<file path="config.mk">
export PLATFORM = sky130hd
export DESIGN_NAME = ad9122_spi_wr_config
export DESIGN_NICKNAME = d
export VERILOG_FILES = /design/src/rtl/ad9122_spi_wr_config.sv
export SDC_FILE = /design/constraint.sdc
export NUM_CORES = 1
export LEC_CHECK = 0
export CORE_MARGIN = 10
export CORE_UTILIZATION = 62
export DETAILED_ROUTE_END_ITERATION = 10
export PLACE_DENSITY = 0.84
export SLEW_MARGIN = 20
export SYNTH_ARGS = -nofsm -noshare
export SYNTH_HDL_FRONTEND = slang
export SYNTH_SLANG_ARGS = --single-unit
</file>
<file path="constraint.sdc">
create_clock -name clk_in -period 4.8 [get_ports clk_in]
set_clock_uncertainty 0.1 [all_clocks]
set_input_delay 0.96 -clock clk_in [delete_from_list [all_inputs] [get_ports clk_in]]
set_output_delay 0.96 -clock clk_in [all_outputs]
set_load 0.02 [all_outputs]
</file>
<file path="src/rtl/ad9122_spi_wr_config.sv">
// AD9122 power-up sequencer: pulses the DAC reset, then plays a fixed register
// table out as 16-bit 3-wire SPI frames, ending with a read-back of reg 0x08.
module ad9122_spi_wr_config #(
  parameter int CLK_DIV      = 4,
  parameter int RESET_CYCLES = 16,
  parameter int GAP_CYCLES   = 16
) (
  input  logic       clk_in,
  input  logic       rst_n,
  input  logic       datain_valid,
  output logic       datain_ready,
  output logic       o_sclk,
  output logic       o_sen_n,
  output logic       o_sda,
  output logic       o_sda_dir,
  input  logic       io_sda,
  output logic       o_reset,
  output logic [2:0] dbg_state,
  output logic [7:0] dbg_rd_data
);

  typedef enum logic [2:0] {
    RST_DAC  = 3'd0,
    IDLE     = 3'd1,
    LOAD     = 3'd2,
    CS_SETUP = 3'd3,
    SHIFT    = 3'd4,
    CS_HOLD  = 3'd5,
    GAP      = 3'd6
  } state_t;

  localparam int         NUM_ENTRIES = 8;
  localparam logic [2:0] LAST_IDX    = 3'(NUM_ENTRIES - 1);
  localparam logic [7:0] DIV_LAST    = 8'(CLK_DIV - 1);
  localparam logic [7:0] RST_LAST    = 8'(RESET_CYCLES - 1);
  // LOAD adds one cycle of o_sen_n high, so the gap counter stops one early.
  localparam logic [7:0] GAP_LAST    = 8'(GAP_CYCLES - 2);

  state_t      state;
  logic [7:0]  cnt;
  logic [2:0]  idx;
  logic [4:0]  nrise;
  logic [15:0] frame;
  logic [15:0] entry;
  logic [7:0]  rd_shift;
  logic [7:0]  rd_data;

  // Frame word: {R/W (1 = read), A6..A0, D7..D0}.
  function automatic logic [15:0] table_entry(input logic [2:0] i);
    case (i)
      3'd0:    return 16'h0000;
      3'd1:    return 16'h0110;
      3'd2:    return 16'h0300;
      3'd3:    return 16'h0400;
      3'd4:    return 16'h083F;
      3'd5:    return 16'h0ACF;
      3'd6:    return 16'h0CD1;
      default: return 16'h8800;
    endcase
  endfunction

  assign entry       = table_entry(idx);
  assign dbg_state   = state;
  assign dbg_rd_data = rd_data;

  // Start handshake: a transfer happens on a clk_in edge where datain_valid
  // and datain_ready are both high; ready is high only while in IDLE.
  always_ff @(posedge clk_in or negedge rst_n) begin
    if (!rst_n) begin
      state        <= RST_DAC;
      cnt          <= 8'd0;
      idx          <= 3'd0;
      nrise        <= 5'd0;
      frame        <= 16'h0000;
      rd_shift     <= 8'h00;
      rd_data      <= 8'h00;
      o_sclk       <= 1'b0;
      o_sen_n      <= 1'b1;
      o_sda        <= 1'b0;
      o_sda_dir    <= 1'b0;
      o_reset      <= 1'b1;
      datain_ready <= 1'b0;
    end else begin
      case (state)
        RST_DAC: begin
          if (cnt == RST_LAST) begin
            cnt          <= 8'd0;
            o_reset      <= 1'b0;
            datain_ready <= 1'b1;
            state        <= IDLE;
          end else begin
            cnt <= cnt + 8'd1;
          end
        end
        IDLE: begin
          if (datain_valid && datain_ready) begin
            idx          <= 3'd0;
            datain_ready <= 1'b0;
            state        <= LOAD;
          end
        end
        LOAD: begin
          frame   <= entry;
          o_sen_n <= 1'b0;
          o_sda   <= entry[15];
          cnt     <= 8'd0;
          state   <= CS_SETUP;
        end
        CS_SETUP: begin
          if (cnt == DIV_LAST) begin
            cnt    <= 8'd0;
            o_sclk <= 1'b1;
            nrise  <= 5'd1;
            state  <= SHIFT;
          end else begin
            cnt <= cnt + 8'd1;
          end
        end
        SHIFT: begin
          if (cnt == DIV_LAST) begin
            cnt <= 8'd0;
            if (o_sclk) begin
              o_sclk <= 1'b0;
              if (nrise == 5'd16) begin
                if (frame[15]) rd_data <= rd_shift;
                state <= CS_HOLD;
              end else if (frame[15] && nrise >= 5'd8) begin
                // Read data phase: release SDIO after the instruction byte.
                o_sda_dir <= 1'b1;
                o_sda     <= 1'b0;
              end else begin
                o_sda <= frame[4'(5'd15 - nrise)];
              end
            end else begin
              o_sclk <= 1'b1;
              nrise  <= nrise + 5'd1;
              if (o_sda_dir) rd_shift <= {rd_shift[6:0], io_sda};
            end
          end else begin
            cnt <= cnt + 8'd1;
          end
        end
        CS_HOLD: begin
          if (cnt == DIV_LAST) begin
            cnt       <= 8'd0;
            o_sen_n   <= 1'b1;
            o_sda_dir <= 1'b0;
            o_sda     <= 1'b0;
            state     <= GAP;
          end else begin
            cnt <= cnt + 8'd1;
          end
        end
        GAP: begin
          if (cnt == GAP_LAST) begin
            cnt <= 8'd0;
            if (idx == LAST_IDX) begin
              datain_ready <= 1'b1;
              state        <= IDLE;
            end else begin
              idx   <= idx + 3'd1;
              state <= LOAD;
            end
          end else begin
            cnt <= cnt + 8'd1;
          end
        end
        default: state <= RST_DAC;
      endcase
    end
  end

endmodule

</file>
==> impl_metrics.tcl, run 1 <==
set metrics [dict create \
    status "completed" \
    start_kind "flop" \
    rsz0062_at_grt "false" \
    layout_worst_path_cycle_share_pct 58.1 \
    fin_ws_ns 2.01 \
    max-slew-margin-rel_pct 58.4 \
    async_flop_share_pct 100 \
    drcViolationCount 0 \
    synth_edf_count 0 \
    timing.fmax_mhz 358 \
    grt_max_degree 52 \
    synth_top_area_share_pct 45.1 \
    dr.pass1.iters 4 \
    syn_nets 283 \
    start_util_pct 63.3 \
    fin_nets 297 \
    stdcell_count 337 \
    p_leak_nw 1.31 \
    fin_area_um2 3050 \
    path_clk_slew_ns 0.10 \
    final.setup.tns_ns 0 \
    synthToLayoutAreaGrowth_pct 12.1 \
    synth_area_leaders "dfrtp_1 45%, mux2_2 7.9%, ha_1 4.1%, nand2_1 3.9%, o21ai_0 3.5%" \
    final_hold_viol_count 0 \
    crit_path_max_incr_delay_ns 0.73 \
    grt_pass1_wl_um 9760 \
    fillCellCount 311 \
    cp.required_ns 3.74 \
    layout-drive-gt1-share_pct 12.6 \
    grtUsageTotal_pct 15.7 \
    critical_path_class "reg2out" \
    yosys-top-cells-count "49 x dfrtp_1, 28 x nand2_1, 19 x mux2_2, 19 x o21ai_0, 18 x nor2_1" \
    power_density_nw_per_um2 245 \
    die_h_um 86.2 \
    wl_per_cell_um 16.5 \
    synth_ff_type "dfrtp_1" \
    grt_pass1_vias 2094 \
    dp_slack_ns 2.32 \
    arrival_ns 1.73 \
    cts_resized 0 \
    dr_total_vias 2120 \
    synth_seq_cells 51 \
    hp-class "reg2reg" \
    drtIter0Drc 118 \
    clockBufferDepth 2 \
    hpwl_um 3900 \
    worstSkewPairLatency_ns 0.31 \
    path_cells "clkdlybuf4s50_1" \
    placedCellCount 329 \
    tightest_slew_ns 0.625 \
    synth_area_um2 2720 \
    cts_hold_buf 0 \
    antenna_found_initial 0 \
    avgSynthCellArea_um2 10.1 \
    cts_tree "done" \
    ant_nets 0 \
    viasPerCell 6.29 \
    htreeDepth 2 \
    cp-end-kind "primary output" \
    crit_fanout 18 \
    period_minus_slack_ns 2.79 \
    gp_congestion 0.808 \
    setup_viol 0 \
    cpMaxStageDelayCell "clkdlybuf4s50_1" \
    post-cts-setup-buffers 0 \
    synth_area_leader_cell "dfrtp_1" \
    num_rows 24 \
    fin_util_pct 71.0 \
    portBuffers 20 \
    crit_buf_inv 1 \
    dieArea_um2 7430 \
    synth.distinct_cells 49 \
    placed_area_um2 2930 \
    slew_violations 0 \
    cts-buffers-inserted 5 \
    diodes 0 \
    cp_top_family "buffers and inverters" \
    maxCapViolCount 0 \
    die_w_um 86.2 \
    ys_seq_area_share_pct 47.0 \
    cts_root_buffer "clkbuf_8" \
    clock-sinks 51 \
    yosysMostFrequentCell "dfrtp_1" \
    grt_overflow_total 0 \
    io_pins 21 \
    wl_um 5580 \
    vdd_drop_max_uv 231 \
    synthCells 270 \
    core_um2 4290 \
    ys_warn_count 0 \
]
sequential cells by signal (all words and copies together), names as in the netlist:
signal,flops
idx,3
o_sen_n,1
o_sda_dir,1
o_reset,1
o_sda,1
dbg_rd_data,8
dbg_state,3
frame,10
nrise,5
cnt,8
datain_ready,1
o_sclk,1
rd_shift,8
cell families (layout without fill, tap and decap cells):
| group | Yosys count | in the layout | share of synthesized area, % |
|---|---|---|---|
| flops | 51 | 51 | 47.0 |
| mux | 25 | 25 | 10.5 |
| compound gates | 68 | 68 | 16.1 |
| xor+xnor | 1 | 1 | 0.322 |
| fa+ha+maj | 9 | 9 | 4.14 |
| buf+inv | 25 | 40 | 3.50 |
| simple gates | 91 | 91 | 18.4 |
where the power goes:
group          internal, W  switching (W)
Clock             0.000157       0.000149
Combinational   0.00000224     0.00000819
Sequential        0.000429              0
final timing paths:
kind                            cells past startpoint        endpoint  slack (ns)          from
worst max register to register                      4  dbg_rd_data[3]        2.36        cnt[4]
worst min register to register                      2         o_reset        0.35       o_reset
min in group asynchronous                           2    dbg_state[0]        0.64         rst_n
worst min-delay path                                2         o_reset        0.35       o_reset
worst max-delay path                                1    dbg_state[2]        2.01  dbg_state[2]
max in group asynchronous                           2          cnt[2]        3.53         rst_n
stage by stage:
stage	hold slack, ns	total power (W)
after floorplan	0.335	0.000438
after global placement	0.335	0.000449
after detailed placement	0.343	0.000449
after CTS	0.357	0.000749
after global routing	0.361	0.000768
final	0.355	0.000746
cells in the final DEF, fill, tap and decap left out, types with 2 or more instances in the layout:
cell,instances
nand2_1,28
mux2_2,19
or4_1,2
o31ai_1,3
nand3_1,11
nand2b_1,6
dfrtp_1,49
a21oi_1,17
dfstp_2,2
mux2i_1,5
nor4_4,2
nor2_1,18
inv_1,11
and3_1,4
clkbuf_8,5
and2_1,3
o2bb2ai_1,2
ha_1,9
clkdlybuf4s50_1,19
nor4b_1,2
a31oi_1,6
nand3b_1,2
o22ai_1,2
a22o_1,4
nor2b_1,2
o311ai_0,4
o21ai_0,19
nand4_1,3
cell type report:
class                   instances  area (µm²)  share of cell area [%]
inverters                      11        41.3                    1.35
multi-input cells             194        1350                    44.1
flip-flops and latches         51        1280                    42.0
clock inverters                 3        46.3                    1.52
clock buffers                   5        68.8                    2.26
well taps                      52        65.1                    2.13
repair buffers                 21         203                    6.65
worst min-delay path, cell delays in order (launching register included):
cell and delay (ns):
dfstp_2 0.38, inv_1 0.04, a41oi_1 0.04
metal layers:
| metal | part of all wire [%] | up-vias | global-route usage [%] |
|---|---|---|---|
| li1 | - | 1006 | - |
| met1 | 43 | 1049 | 19.7 |
| met2 | 50 | 56 | 25.4 |
| met3 | 5.6 | 9 | 4.97 |
| met4 | 1.2 | 0 | 4.42 |
| met5 | 0 | - | 0 |
No activity file was read; power rests on OpenSTA's default activity.
==> inputs of run 2 (changes only) <==
- CORE_UTILIZATION: 62 -> 58
- PLACE_DENSITY: 0.84 -> 0.79
- clock period: 4.8 -> 2.9 ns (I/O delays scaled with it)
==> impl_metrics.tcl, run 2 (synthesized netlist as in run 1, its figures left out) <==
set metrics [dict create \
    status "completed" \
    pwr-share-seq_pct 54.3 \
    largest_register "frame" \
    drcViolationCount 0 \
    grt_pass1_vias 1980 \
    antenna_found_initial 0 \
    cp.required_ns 2.22 \
    cts_hold_buf 0 \
    dr.pass1.iters 4 \
    largest_reg_flops 10 \
    vdd_drop_max_uv 248 \
    grt_pass1_wl_um 9210 \
    switching_share_pct 19.1 \
    hpwl_um 3920 \
    worstSkewPairLatency_ns 0.31 \
    final.setup.tns_ns 0 \
    ant_nets 0 \
    synthToLayoutAreaGrowth_pct 13.2 \
    timing.fmax_mhz 418 \
    num_rows 24 \
    crit_buf_inv 1 \
    cp_top_family "buffers and inverters" \
    maxCapViolCount 0 \
    start_kind "flop" \
    clockBufferDepth 2 \
    rsz0062_at_grt "false" \
    internal_power_w 0.00106 \
    max-slew-margin-rel_pct 61.4 \
    setup_viol 0 \
    cts_root_buffer "clkbuf_8" \
    grt_max_degree 27 \
    grtUsageTotal_pct 14.6 \
    clock-sinks 51 \
    htreeDepth 2 \
    post-cts-setup-buffers 0 \
    diodes 0 \
    pwr-share-clk_pct 44.3 \
    cpMaxStageDelayCell "clkdlybuf4s50_1" \
    final_cell_mix "49 x dfrtp_1, 28 x nand2_1, 19 x o21ai_0, 19 x mux2_2, 19 x clkdlybuf4s50_1" \
    die_h_um 88.5 \
    dieArea_um2 7830 \
    p_leak_nw 1.33 \
    slew_violations 0 \
    power_density_nw_per_um2 426 \
    arrival_ns 1.71 \
    stdcell_count 338 \
    comb_power_share_pct 1.4 \
    placedCellCount 330 \
    drtIter0Drc 133 \
    die_w_um 88.5 \
    final_common_cell "dfrtp_1" \
    switchingPower_w 0.000250 \
    cp-end-kind "primary output" \
    cts-buffers-inserted 5 \
    wl_um 5370 \
    period_minus_slack_ns 2.39 \
    layout-drive-gt1-share_pct 12.9 \
    core_um2 4440 \
    portBuffers 20 \
    path_clk_slew_ns 0.09 \
    gp_congestion 0.803 \
    critical_path_class "reg2out" \
    tightest_slew_ns 0.577 \
    dr_total_vias 2058 \
    layout_worst_path_cycle_share_pct 82.5 \
    fin_nets 298 \
    final_hold_viol_count 0 \
    hp-class "in2async" \
    viasPerCell 6.09 \
    start_util_pct 61.2 \
    fillCellCount 360 \
    crit_path_max_incr_delay_ns 0.71 \
    crit_fanout 18 \
    io_pins 21 \
    grt_overflow_total 0 \
    cts_resized 0 \
    wl_per_cell_um 15.9 \
    path_cells "clkdlybuf4s50_1" \
    cts_tree "done" \
]
## run 2: worst paths after layout
kind                              start  cells after the start  slack, ns             end
hold / removal                    rst_n                      1       0.15  dbg_rd_data[4]
setup reg to reg                 cnt[4]                      4       0.54  dbg_rd_data[6]
max in group asynchronous         rst_n                      2       1.90         o_reset
hold reg to reg                 o_reset                      2       0.36         o_reset
min in group clk_in             o_reset                      2       0.36         o_reset
setup / recovery           dbg_state[2]                      1       0.51    dbg_state[2]
## run 2: cell type report
class                      count  area (µm²)  share of cell area [%]
inverter                      11        41.3                    1.34
sequential                    51        1280                    41.6
clock inverter                 3        67.6                    2.20
clock buffer                   5        68.8                    2.24
tap                           52        65.1                    2.11
multi-input combinational    194        1350                    43.7
timing repair buffer          22         210                    6.83
## run 2: power groups by stage
stage          sequential, W  combinational (W)  clock, W
5_1_grt             0.000711          0.0000219  0.000624
3_3_place_gp        0.000725          0.0000194         0
3_5_place_dp        0.000725          0.0000197         0
2_1_floorplan       0.000725       0.0000000117         0
4_1_cts             0.000711          0.0000200  0.000589
6_report            0.000711          0.0000187  0.000580
## run 2: metal layers
layer | share of wire, % | global-route usage (%) | up-vias | wire (µm)
met1 | 48 | 18.7 | 998 | 2570
met4 | 1.1 | 4.99 | 0 | 57
met3 | 4.8 | 3.49 | 6 | 258
met2 | 46 | 23.8 | 40 | 2490
met5 | 0 | 0 | - | 0
li1 | - | - | 1014 | -
## run 2: metrics by stage
step	hold slack, ns	setup slack (ns)	cell area (µm²)	total power, W	utilization, %
4_1_cts	0.172	0.484	3080	0.00132	69.2
3_3_place_gp	0.349	0.549	2940	0.000744	66.2
5_1_grt	0.186	0.375	3080	0.00136	69.2
3_5_place_dp	0.347	0.515	2940	0.000744	66.2
6_report	0.153	0.508	3080	0.00131	69.2
2_1_floorplan	0.184	0.769	2720	0.000725	-
